`config.mk`:
```
export PLATFORM = sky130hd
export DESIGN_NAME = duck_sprite_index_pipe
export DESIGN_NICKNAME = d
export VERILOG_FILES = /design/src/rtl/duck_gfx_pkg.sv /design/src/rtl/duck_anim_counter.sv /design/src/rtl/duck_sprite_index_pipe.sv
export SDC_FILE = /design/constraint.sdc
export NUM_CORES = 1
export LEC_CHECK = 0
export BUFFER_PORTS_ARGS = -buffer_cell sky130_fd_sc_hd__buf_2
export CORE_ASPECT_RATIO = 0.5
export CORE_MARGIN = 5
export CORE_UTILIZATION = 55
export CTS_BUF_LIST = sky130_fd_sc_hd__clkbuf_4 sky130_fd_sc_hd__clkbuf_8
export DETAILED_ROUTE_END_ITERATION = 10
export GPL_TIMING_DRIVEN = 0
export MAX_ROUTING_LAYER = met4
export PLACE_DENSITY = 0.8
export SYNTH_ARGS = -nofsm -noshare
export SYNTH_HDL_FRONTEND = slang
export SYNTH_HIERARCHICAL = 1
export SYNTH_SLANG_ARGS = --single-unit
```
`constraint.sdc`:
```
create_clock -name Clk -period 10.11 [get_ports Clk]
set_clock_uncertainty 0.2 [all_clocks]
set_input_delay 2.5275 -clock Clk [delete_from_list [all_inputs] [get_ports Clk]]
set_output_delay 2.5275 -clock Clk [all_outputs]
set_load 0.01 [all_outputs]
```
`src/rtl/duck_gfx_pkg.sv`:
```
// Shared types and constants for the duck sprite graphics path.
package duck_gfx_pkg;

    typedef logic [3:0]  pal_idx_t;
    typedef logic [9:0]  coord_t;
    typedef logic [23:0] rgb_t;

    localparam int SCREEN_W        = 640;
    localparam int SCREEN_H        = 480;
    localparam int DUCK_SPR_W      = 32;
    localparam int DUCK_SPR_H      = 32;
    localparam int DUCK_NUM_FRAMES = 3;
    localparam int DUCK_FRAME_DIV  = 8;

    localparam pal_idx_t TRANSPARENT_IDX = 4'd0;
    localparam pal_idx_t BG_IDX          = 4'd1;

    // DrawX/DrawY to pal_read_address, in clock edges
    localparam int PIPE_LAT = 3;

endpackage

```
`src/rtl/duck_anim_counter.sv`:
```
// Flap-animation divider and frame-synchronous shadow copy of the sprite state.
// Everything here changes only on an edge where frame_start is high, so the
// pixel pipeline sees one consistent position/frame for a whole video frame.
module duck_anim_counter
    import duck_gfx_pkg::*;
#(
    parameter int NUM_FRAMES = DUCK_NUM_FRAMES,
    parameter int FRAME_DIV  = DUCK_FRAME_DIV
) (
    input  logic       Clk,
    input  logic       Reset,
    input  logic       frame_start,
    input  coord_t     spr_x,
    input  coord_t     spr_y,
    input  logic       spr_en,
    input  logic       spr_flip,
    output coord_t     sx,
    output coord_t     sy,
    output logic       en,
    output logic       flip,
    output logic [1:0] anim_frame
);

    localparam int DIV_W = (FRAME_DIV > 1) ? $clog2(FRAME_DIV) : 1;

    logic [DIV_W-1:0] div_cnt;

    // Latch sprite state and step the animation once per video frame
    always_ff @(posedge Clk) begin
        if (Reset) begin
            sx         <= '0;
            sy         <= '0;
            en         <= 1'b0;
            flip       <= 1'b0;
            div_cnt    <= '0;
            anim_frame <= 2'd0;
        end else if (frame_start) begin
            sx   <= spr_x;
            sy   <= spr_y;
            en   <= spr_en;
            flip <= spr_flip;
            if (div_cnt == DIV_W'(FRAME_DIV - 1)) begin
                div_cnt    <= '0;
                anim_frame <= (anim_frame == 2'(NUM_FRAMES - 1)) ? 2'd0 : anim_frame + 2'd1;
            end else begin
                div_cnt <= div_cnt + 1'b1;
            end
        end
    end

endmodule

```
`src/rtl/duck_sprite_index_pipe.sv`:
```
// Per-pixel sprite fetch: DrawX/DrawY -> sprite ROM address -> palette index.
// Stream protocol: pal_valid qualifies pal_read_address on the same cycle;
// there is no ready, the pipe advances every clock and pix_valid-low cycles
// travel through as bubbles (pal_valid=0, pal_read_address=0).
module duck_sprite_index_pipe
    import duck_gfx_pkg::*;
#(
    parameter int       SPR_W           = DUCK_SPR_W,
    parameter int       SPR_H           = DUCK_SPR_H,
    parameter int       NUM_FRAMES      = DUCK_NUM_FRAMES,
    parameter int       FRAME_DIV       = DUCK_FRAME_DIV,
    parameter pal_idx_t TRANSPARENT_IDX = duck_gfx_pkg::TRANSPARENT_IDX,
    parameter pal_idx_t BG_IDX          = duck_gfx_pkg::BG_IDX
) (
    input  logic        Clk,
    input  logic        Reset,
    input  coord_t      DrawX,
    input  coord_t      DrawY,
    input  logic        pix_valid,
    input  logic        frame_start,
    input  coord_t      spr_x,
    input  coord_t      spr_y,
    input  logic        spr_en,
    input  logic        spr_flip,
    output logic [11:0] spr_rom_addr,
    input  pal_idx_t    spr_rom_data,
    output pal_idx_t    pal_read_address,
    output logic        pal_valid,
    output logic [1:0]  anim_frame
);

    coord_t sx, sy;
    logic   en, flip;

    duck_anim_counter #(
        .NUM_FRAMES (NUM_FRAMES),
        .FRAME_DIV  (FRAME_DIV)
    ) u_anim (
        .Clk         (Clk),
        .Reset       (Reset),
        .frame_start (frame_start),
        .spr_x       (spr_x),
        .spr_y       (spr_y),
        .spr_en      (spr_en),
        .spr_flip    (spr_flip),
        .sx          (sx),
        .sy          (sy),
        .en          (en),
        .flip        (flip),
        .anim_frame  (anim_frame)
    );

    // 11-bit coordinates so a sprite hanging off the right/bottom edge never wraps
    logic [10:0] dx11, dy11, sx11, sy11, x_end, y_end, col, row, colm;
    logic        hit_c;
    logic [11:0] addr_c;

    assign dx11  = {1'b0, DrawX};
    assign dy11  = {1'b0, DrawY};
    assign sx11  = {1'b0, sx};
    assign sy11  = {1'b0, sy};
    assign x_end = sx11 + 11'(SPR_W);
    assign y_end = sy11 + 11'(SPR_H);
    assign col   = dx11 - sx11;
    assign row   = dy11 - sy11;
    assign colm  = flip ? (11'(SPR_W - 1) - col) : col;

    // Stage 0 hit test and address arithmetic
    always_comb begin
        hit_c  = pix_valid & en & (dx11 >= sx11) & (dx11 < x_end)
                                & (dy11 >= sy11) & (dy11 < y_end);
        addr_c = 12'(32'(anim_frame) * SPR_W * SPR_H)
               + 12'(32'(row) * SPR_W)
               + 12'(colm);
    end

    logic s0_hit, s0_pv, s1_hit, s1_pv;

    // Three-stage pipe: ROM address, wait for ROM data, resolve palette index
    always_ff @(posedge Clk) begin
        if (Reset) begin
            spr_rom_addr     <= '0;
            s0_hit           <= 1'b0;
            s0_pv            <= 1'b0;
            s1_hit           <= 1'b0;
            s1_pv            <= 1'b0;
            pal_valid        <= 1'b0;
            pal_read_address <= '0;
        end else begin
            spr_rom_addr <= hit_c ? addr_c : 12'd0;
            s0_hit       <= hit_c;
            s0_pv        <= pix_valid;
            s1_hit       <= s0_hit;
            s1_pv        <= s0_pv;
            pal_valid    <= s1_pv;
            if (!s1_pv)
                pal_read_address <= '0;
            else if (!s1_hit || spr_rom_data == TRANSPARENT_IDX)
                pal_read_address <= BG_IDX;
            else
                pal_read_address <= spr_rom_data;
        end
    end

endmodule

```
==> impl_metrics.toml, run 1 <==
[status]
status = "finished, final reports clean"

[sta]
period_minus_slack_ps = 6250
max_freq_mhz = 160
timing.final.crit_share_pct = 61.8
worst_pin_slew_ps = 481
setup_ws_ps = 3860
grt_setup_unrepaired = "no"
finalHoldViolCount = 0
slew_headroom_pct = 67.9
setup_violations = 0
finalSetupTns_ps = 0
final-max-slew-violation-count = 0

[cells_and_area]
final_layout_size_suffix_gt1_share_pct = 22.6
final_cell_area_um2 = 3970
postLayoutCoreUtil_pct = 65.6
insertedDiodeCount = 0
nNetsFinal = 554
fill_cells = 521
syn_to_final_growth_pct = 16.5

[clock_network]
tritoncts = "done"
post-cts-setup-buffer-count = 0
clock_sinks = 48
cts_hold_buf = 0
cts_resized = 0
cts_inserted_buffers = 5
ctsLongestPathBuffers = 2
cts_max_level = 2
cts-root-buf = "clkbuf_8"
clk_pin_slew_ps = 90
clkLatencyLatePin_ps = 310

[placement]
dpl_worst_slack_ps = 3560
postPlaceCellArea_um2 = 3860
portBuffers = 68
place_hpwl_mm = 5.81
gp_congestion = 0.896

[synth]
seq_area_frac_synth_pct = 28.2
syn_nets = 479
yosysTopAreaCell = "dfxtp_1"
synth_cell_types = 50
ys_top_cells_by_area = "dfxtp_1, ha_1, mux2i_1"
synth_edf_count = 0
synth-simple-area-share_pct = 15.2
synth_area_um2 = 3410
yosys-top-cells-count = "dfxtp_1, ha_1, inv_1"
async_reset_ff_share_pct = 0
synth_top_area_share_pct = 28.2
synth_top_family_by_area = "adder cells"
synth_xor_area_share_pct = 7.96
synth_compound_area_share_pct = 15.4
syn_avg_cell_area_um2 = 8.98
ys_ff_latch = 48
synthAdderAreaFrac_pct = 18.8
synth_warnings = 6
synth_mux_area_share_pct = 7.33
synth_most_common_cell = "dfxtp_1"
synth_cells = 380
synth-main-ff-cell = "dfxtp_1"

[power]
p_per_area_nw_per_um2 = 135
swShare_pct = 32.7
seq_power_share_pct = 37.4
p_leak_nw = 1.91
pwr-share-clk_pct = 26.3
p_int_w = 0.000362
netSwitchingPower_w = 0.000175
irDropWorstVdd_uv = 81.6
share_comb_of_total_power_pct = 36.2

[die]
initial_core_util_pct = 56.3
die_y_um = 65.7
die-area_um2 = 7970
core_area_um2 = 6060
ioPinCount = 69
die_w_um = 121
fp-row-count = 20

[setup_path]
cp-start-kind = "input pin"
crit_chain = "buf_2 > ha_1 > a21o_1 > a21o_1 > nor2_1 > xnor2_1 > inv_1 > ha_1 > nor2b_1 > nand3_1 > o21ai_0 > a311oi_1 > o21ai_0 > xor2_1 > ha_1 > ha_1 > inv_1 > o21bai_1 > a21oi_1 > xnor2_1 > nor2_4"
cpMostUsedCell = "ha_1"
crit_type = "in -> reg"
rrSetupSlack_ps = 5820
endpoint_kind = "flip-flop"
worst_path_max_delay_cell = "ha_1"
crit_buf_inv = 3
worstPathArrival_ps = 6250
crit_path_max_fanout = 5
crit_family = "adder cells"
worst_ep_required_time_ps = 10110
cpPeakStageDelay_ps = 350

[detailed_routing]
drtAntennaViolNets = 0
vias = 2822
drt_iter0_drc = 149
drc_errors = 0
wl_per_cell_um = 13.0
wl_mm = 7.08
routed_via_density = 5.19
drtPass1Iterations = 4

[global_route]
grt_pass1_wl_mm = 11.9
antenna_found_initial = 0
grt_max_degree = 15
grtUsageTotal_pct = 19.1
grt_pass1_vias = 2640
overflow = 0

[job]
timing.max_cap.violations = 0

[worst_hold_path]
hold_path_class = "reg -> reg"
-- per-stage QoR --
stage / power [W] / hold WS, ps / std cells
after floorplan: 0.000358 / 214 / 380
final: 0.000537 / 248 / 544
after global routing: 0.000575 / 274 / 544
after CTS: 0.000540 / 257 / 544
after global placement: 0.000395 / 224 / 536
after detailed placement: 0.000399 / 236 / 536
-- state kept, by name, summed over array words and instances, names as in the netlist --
signal	count
u_anim/flip	1
u_anim/div_cnt	3
u_anim/en	1
s0_pv	1
spr_rom_addr	12
u_anim/sx	10
s1_hit	1
s1_pv	1
pal_valid	1
pal_read_address	4
s0_hit	1
u_anim/anim_frame	2
u_anim/sy	10
-- path summary, 6_finish.rpt --
check	from	endpoint	cells past startpoint
worst max register to register	u_anim/sx[3]	spr_rom_addr[11]	21
worst min register to register	s0_pv	s1_pv	1
worst min-delay path	s0_pv	s1_pv	1
worst max-delay path	DrawX[3]	spr_rom_addr[11]	21
-- layer usage --
| metal | vias to the layer above | track usage [%] | routed length, µm |
|---|---|---|---|
| met5 | - | - | 0 |
| met4 | 0 | 4.61 | 55 |
| met3 | 6 | 4.13 | 448 |
| met2 | 81 | 29.2 | 2940 |
| met1 | 1270 | 26.0 | 3640 |
| li1 | 1465 | - | - |
-- layout make-up --
type / count / area (µm²) / share of cell area (%)
multi-input combinational: 283 / 2210 / 55.6
sequential: 48 / 961 / 24.2
inverter: 37 / 139 / 3.49
clock inverter: 2 / 35.0 / 0.882
clock buffer: 6 / 76.3 / 1.92
buffer: 12 / 103 / 2.58
timing repair buffer: 68 / 340 / 8.56
tap: 88 / 110 / 2.77
-- cells by family (layout without fill, tap and decap cells) --
group	count (synthesis)	after routing
xor gates and xnor gates	31	31
DFF	48	48
adders and majority gates	49	49
and+or+nand+nor	100	100
muxes	25	25
buffers and inverters	49	125
AOI/OAI and AO/OA	78	78
-- cell usage in the layout, fill, tap and decap left out, types with 3 or more instances in the layout --
cell      synthesis  final
xnor2_1          22     22
nand3_1          10     10
nor2b_1           9      9
a211o_1           3      3
nand4_1           3      3
nand2_1          11     11
ha_1             45     45
o21a_1            6      6
and3_1            8      8
a21oi_1          24     24
a21o_1            9      9
buf_2             5     73
dfxtp_1          48     48
inv_1            37     37
nor3_1            4      4
nor2_1           36     36
o21bai_1          3      3
mux2i_1          25     25
xor2_1            9      9
fa_1              4      4
nor2_2            8      8
nand2b_1          3      3
clkbuf_8          0      5
o21ai_0          13     13
-- power by group through the flow --
stage / clock network, W / registers, W / logic [W]
CTS: 0.000143 / 0.000201 / 0.000196
global placement: 0 / 0.000205 / 0.000190
finish: 0.000141 / 0.000201 / 0.000195
detailed placement: 0 / 0.000205 / 0.000194
floorplan: 0 / 0.000204 / 0.000154
global route: 0.000152 / 0.000202 / 0.000221
Note: power is estimated with default switching activity, not from simulation.
==> run 2, diff against run 1 <==
--- a/config.mk
+++ b/config.mk
@@ -8,12 +8,12 @@
 export BUFFER_PORTS_ARGS = -buffer_cell sky130_fd_sc_hd__buf_2
 export CORE_ASPECT_RATIO = 0.5
 export CORE_MARGIN = 5
-export CORE_UTILIZATION = 55
+export CORE_UTILIZATION = 52
 export CTS_BUF_LIST = sky130_fd_sc_hd__clkbuf_4 sky130_fd_sc_hd__clkbuf_8
 export DETAILED_ROUTE_END_ITERATION = 10
 export GPL_TIMING_DRIVEN = 0
 export MAX_ROUTING_LAYER = met4
-export PLACE_DENSITY = 0.8
+export PLACE_DENSITY = 0.79
 export SYNTH_ARGS = -nofsm -noshare
 export SYNTH_HDL_FRONTEND = slang
 export SYNTH_HIERARCHICAL = 1
==> constraint.sdc (replaced) <==
create_clock -name Clk -period 5.55 [get_ports Clk]
set_clock_uncertainty 0.2 [all_clocks]
set_input_delay 1.3875 -clock Clk [delete_from_list [all_inputs] [get_ports Clk]]
set_output_delay 1.3875 -clock Clk [all_outputs]
set_load 0.01 [all_outputs]
==> run 2 against run 1 <==
Effect of this change:
- final cell count unchanged
- total power increased by 84%
- sequential power increased by 82%
- hold slack improved by 5.8 ps
- largest cell class unchanged
- largest power group unchanged
- highest routed layer unchanged
==> impl_metrics.toml, run 2 (synthesis results as in run 1) <==
[cells_and_area]
largest_reg_flops = 12
insertedDiodeCount = 0
fill_cells = 559
nNetsFinal = 554
largestRegisters = "spr_rom_addr x12, u_anim/sx x10, u_anim/sy x10"
max_flop_register = "spr_rom_addr"
syn_to_final_growth_pct = 16.5
final_cell_mix = "buf_2, dfxtp_1, ha_1"
seq_area_um2 = 961
finalNonFillerCells = 544
multi_input_area_um2 = 2210
final_layout_size_suffix_gt1_share_pct = 22.6
layout_commonest_cell = "buf_2"

[global_route]
grtUsageTotal_pct = 17.7
antenna_found_initial = 0
overflow = 0
grt_pass1_vias = 2631
grt_max_degree = 15
grt_pass1_wl_mm = 11.8

[detailed_routing]
drc_errors = 0
drt_iter0_drc = 98
wl_per_cell_um = 13.2
drtPass1Iterations = 4
vias = 2810
drtAntennaViolNets = 0
routed_via_density = 5.17
wl_mm = 7.20

[sta]
slew_headroom_pct = 62.7
worst_pin_slew_ps = 554
setup_violations = 0
max_freq_mhz = 195
period_minus_slack_ps = 5130
finalSetupTns_ps = 0
timing.final.crit_share_pct = 92.5
final-max-slew-violation-count = 0
finalHoldViolCount = 0
grt_setup_unrepaired = "no"
setup_ws_ps = 417

[setup_path]
endpoint_kind = "flip-flop"
cpPeakStageDelay_ps = 420
worst_path_max_delay_cell = "fa_1"
worst_ep_required_time_ps = 5550
crit_path_max_fanout = 4
crit_chain = "buf_2 > inv_1 > ha_1 > inv_1 > fa_1 > a21oi_1 > o211ai_1 > xnor2_1 > ha_1 > nor2b_1 > nand3_1 > o21ai_0 > a311oi_1 > o21ai_0 > xor2_1 > ha_1 > ha_1 > inv_1 > o21bai_1 > a21oi_1 > xnor2_1 > nor2_4"
cp-start-kind = "input pin"
crit_type = "in -> reg"
cpMostUsedCell = "ha_1"
worstPathArrival_ps = 5130

[status]
status = "finished, final reports clean"

[die]
core_area_um2 = 6210
initial_core_util_pct = 55.0
ioPinCount = 69
fp-row-count = 20
die-area_um2 = 8380
die_y_um = 67.3
die_w_um = 125

[job]
timing.max_cap.violations = 0

[clock_network]
cts_resized = 0
ctsLongestPathBuffers = 2
cts_hold_buf = 0
tritoncts = "done"
cts_max_level = 2
clkLatencyLatePin_ps = 310
clock_sinks = 48
cts_inserted_buffers = 5
clk_pin_slew_ps = 90
cts-root-buf = "clkbuf_8"
post-cts-setup-buffer-count = 0

[worst_hold_path]
hold_path_class = "reg -> reg"

[power]
p_per_area_nw_per_um2 = 248
p_leak_nw = 1.91
irDropWorstVdd_uv = 138

[placement]
gp_congestion = 0.858
portBuffers = 68
dpl_worst_slack_ps = 176
post-place-cells = 536
place_hpwl_mm = 5.78
==> run 2: cell counts in the layout (fill, tap and decap cells not counted) <==
Identical to the previous run, type by type.
==> run 2: cell type report <==
cell class | count | share of cell area, %
Timing Repair Buffer | 68 | 8.56
Buffer | 12 | 2.58
Multi-Input combinational cell | 283 | 55.6
Sequential cell | 48 | 24.2
Clock inverter | 2 | 0.882
Clock buffer | 6 | 1.92
Inverter | 37 | 3.49
Tap cell | 88 | 2.77
==> run 2: layer usage <==
metal	wire, µm	global-route usage [%]
met1	3780	23.0
met2	3000	28.2
met4	79	4.51
met5	0	-
met3	333	4.34
==> run 2: critical path: cells and delay by family <==
kind	cells	cell delay [ps]
AND/OR/NAND/NOR	3	320
adder cells (fa/ha/maj)	5	1400
AO/OA/AOI/OAI	7	930
XOR/XNOR	3	830
buffers and inverters	4	260
==> run 2: worst paths after layout <==
| path | startpoint | end | slack (ps) | depth (start not counted) |
|---|---|---|---|---|
| max | DrawX[0] | spr_rom_addr[11] | 420 | 22 |
| min | s0_hit | s1_hit | 250 | 1 |
| max reg2reg | u_anim/sx[5] | spr_rom_addr[11] | 1200 | 20 |
| min reg2reg | s0_hit | s1_hit | 250 | 1 |
==> run 2: where the power goes <==
part / switching [W] / internal [W]
Combinational: 0.000193 / 0.000164
Sequential: 0.00000983 / 0.000356
Clock: 0.000124 / 0.000139
==> run 2: per-stage QoR <==
stage | power [W] | hold slack (ps) | util (%) | cell area [µm²]
detailed placement | 0.000727 | 251 | 62.2 | 3860
floorplan | 0.000652 | 214 | - | 3410
global route | 0.00106 | 262 | 64.0 | 3970
global placement | 0.000719 | 218 | 62.2 | 3860
finish | 0.000986 | 254 | 64.0 | 3970
CTS | 0.000991 | 258 | 64.0 | 3970
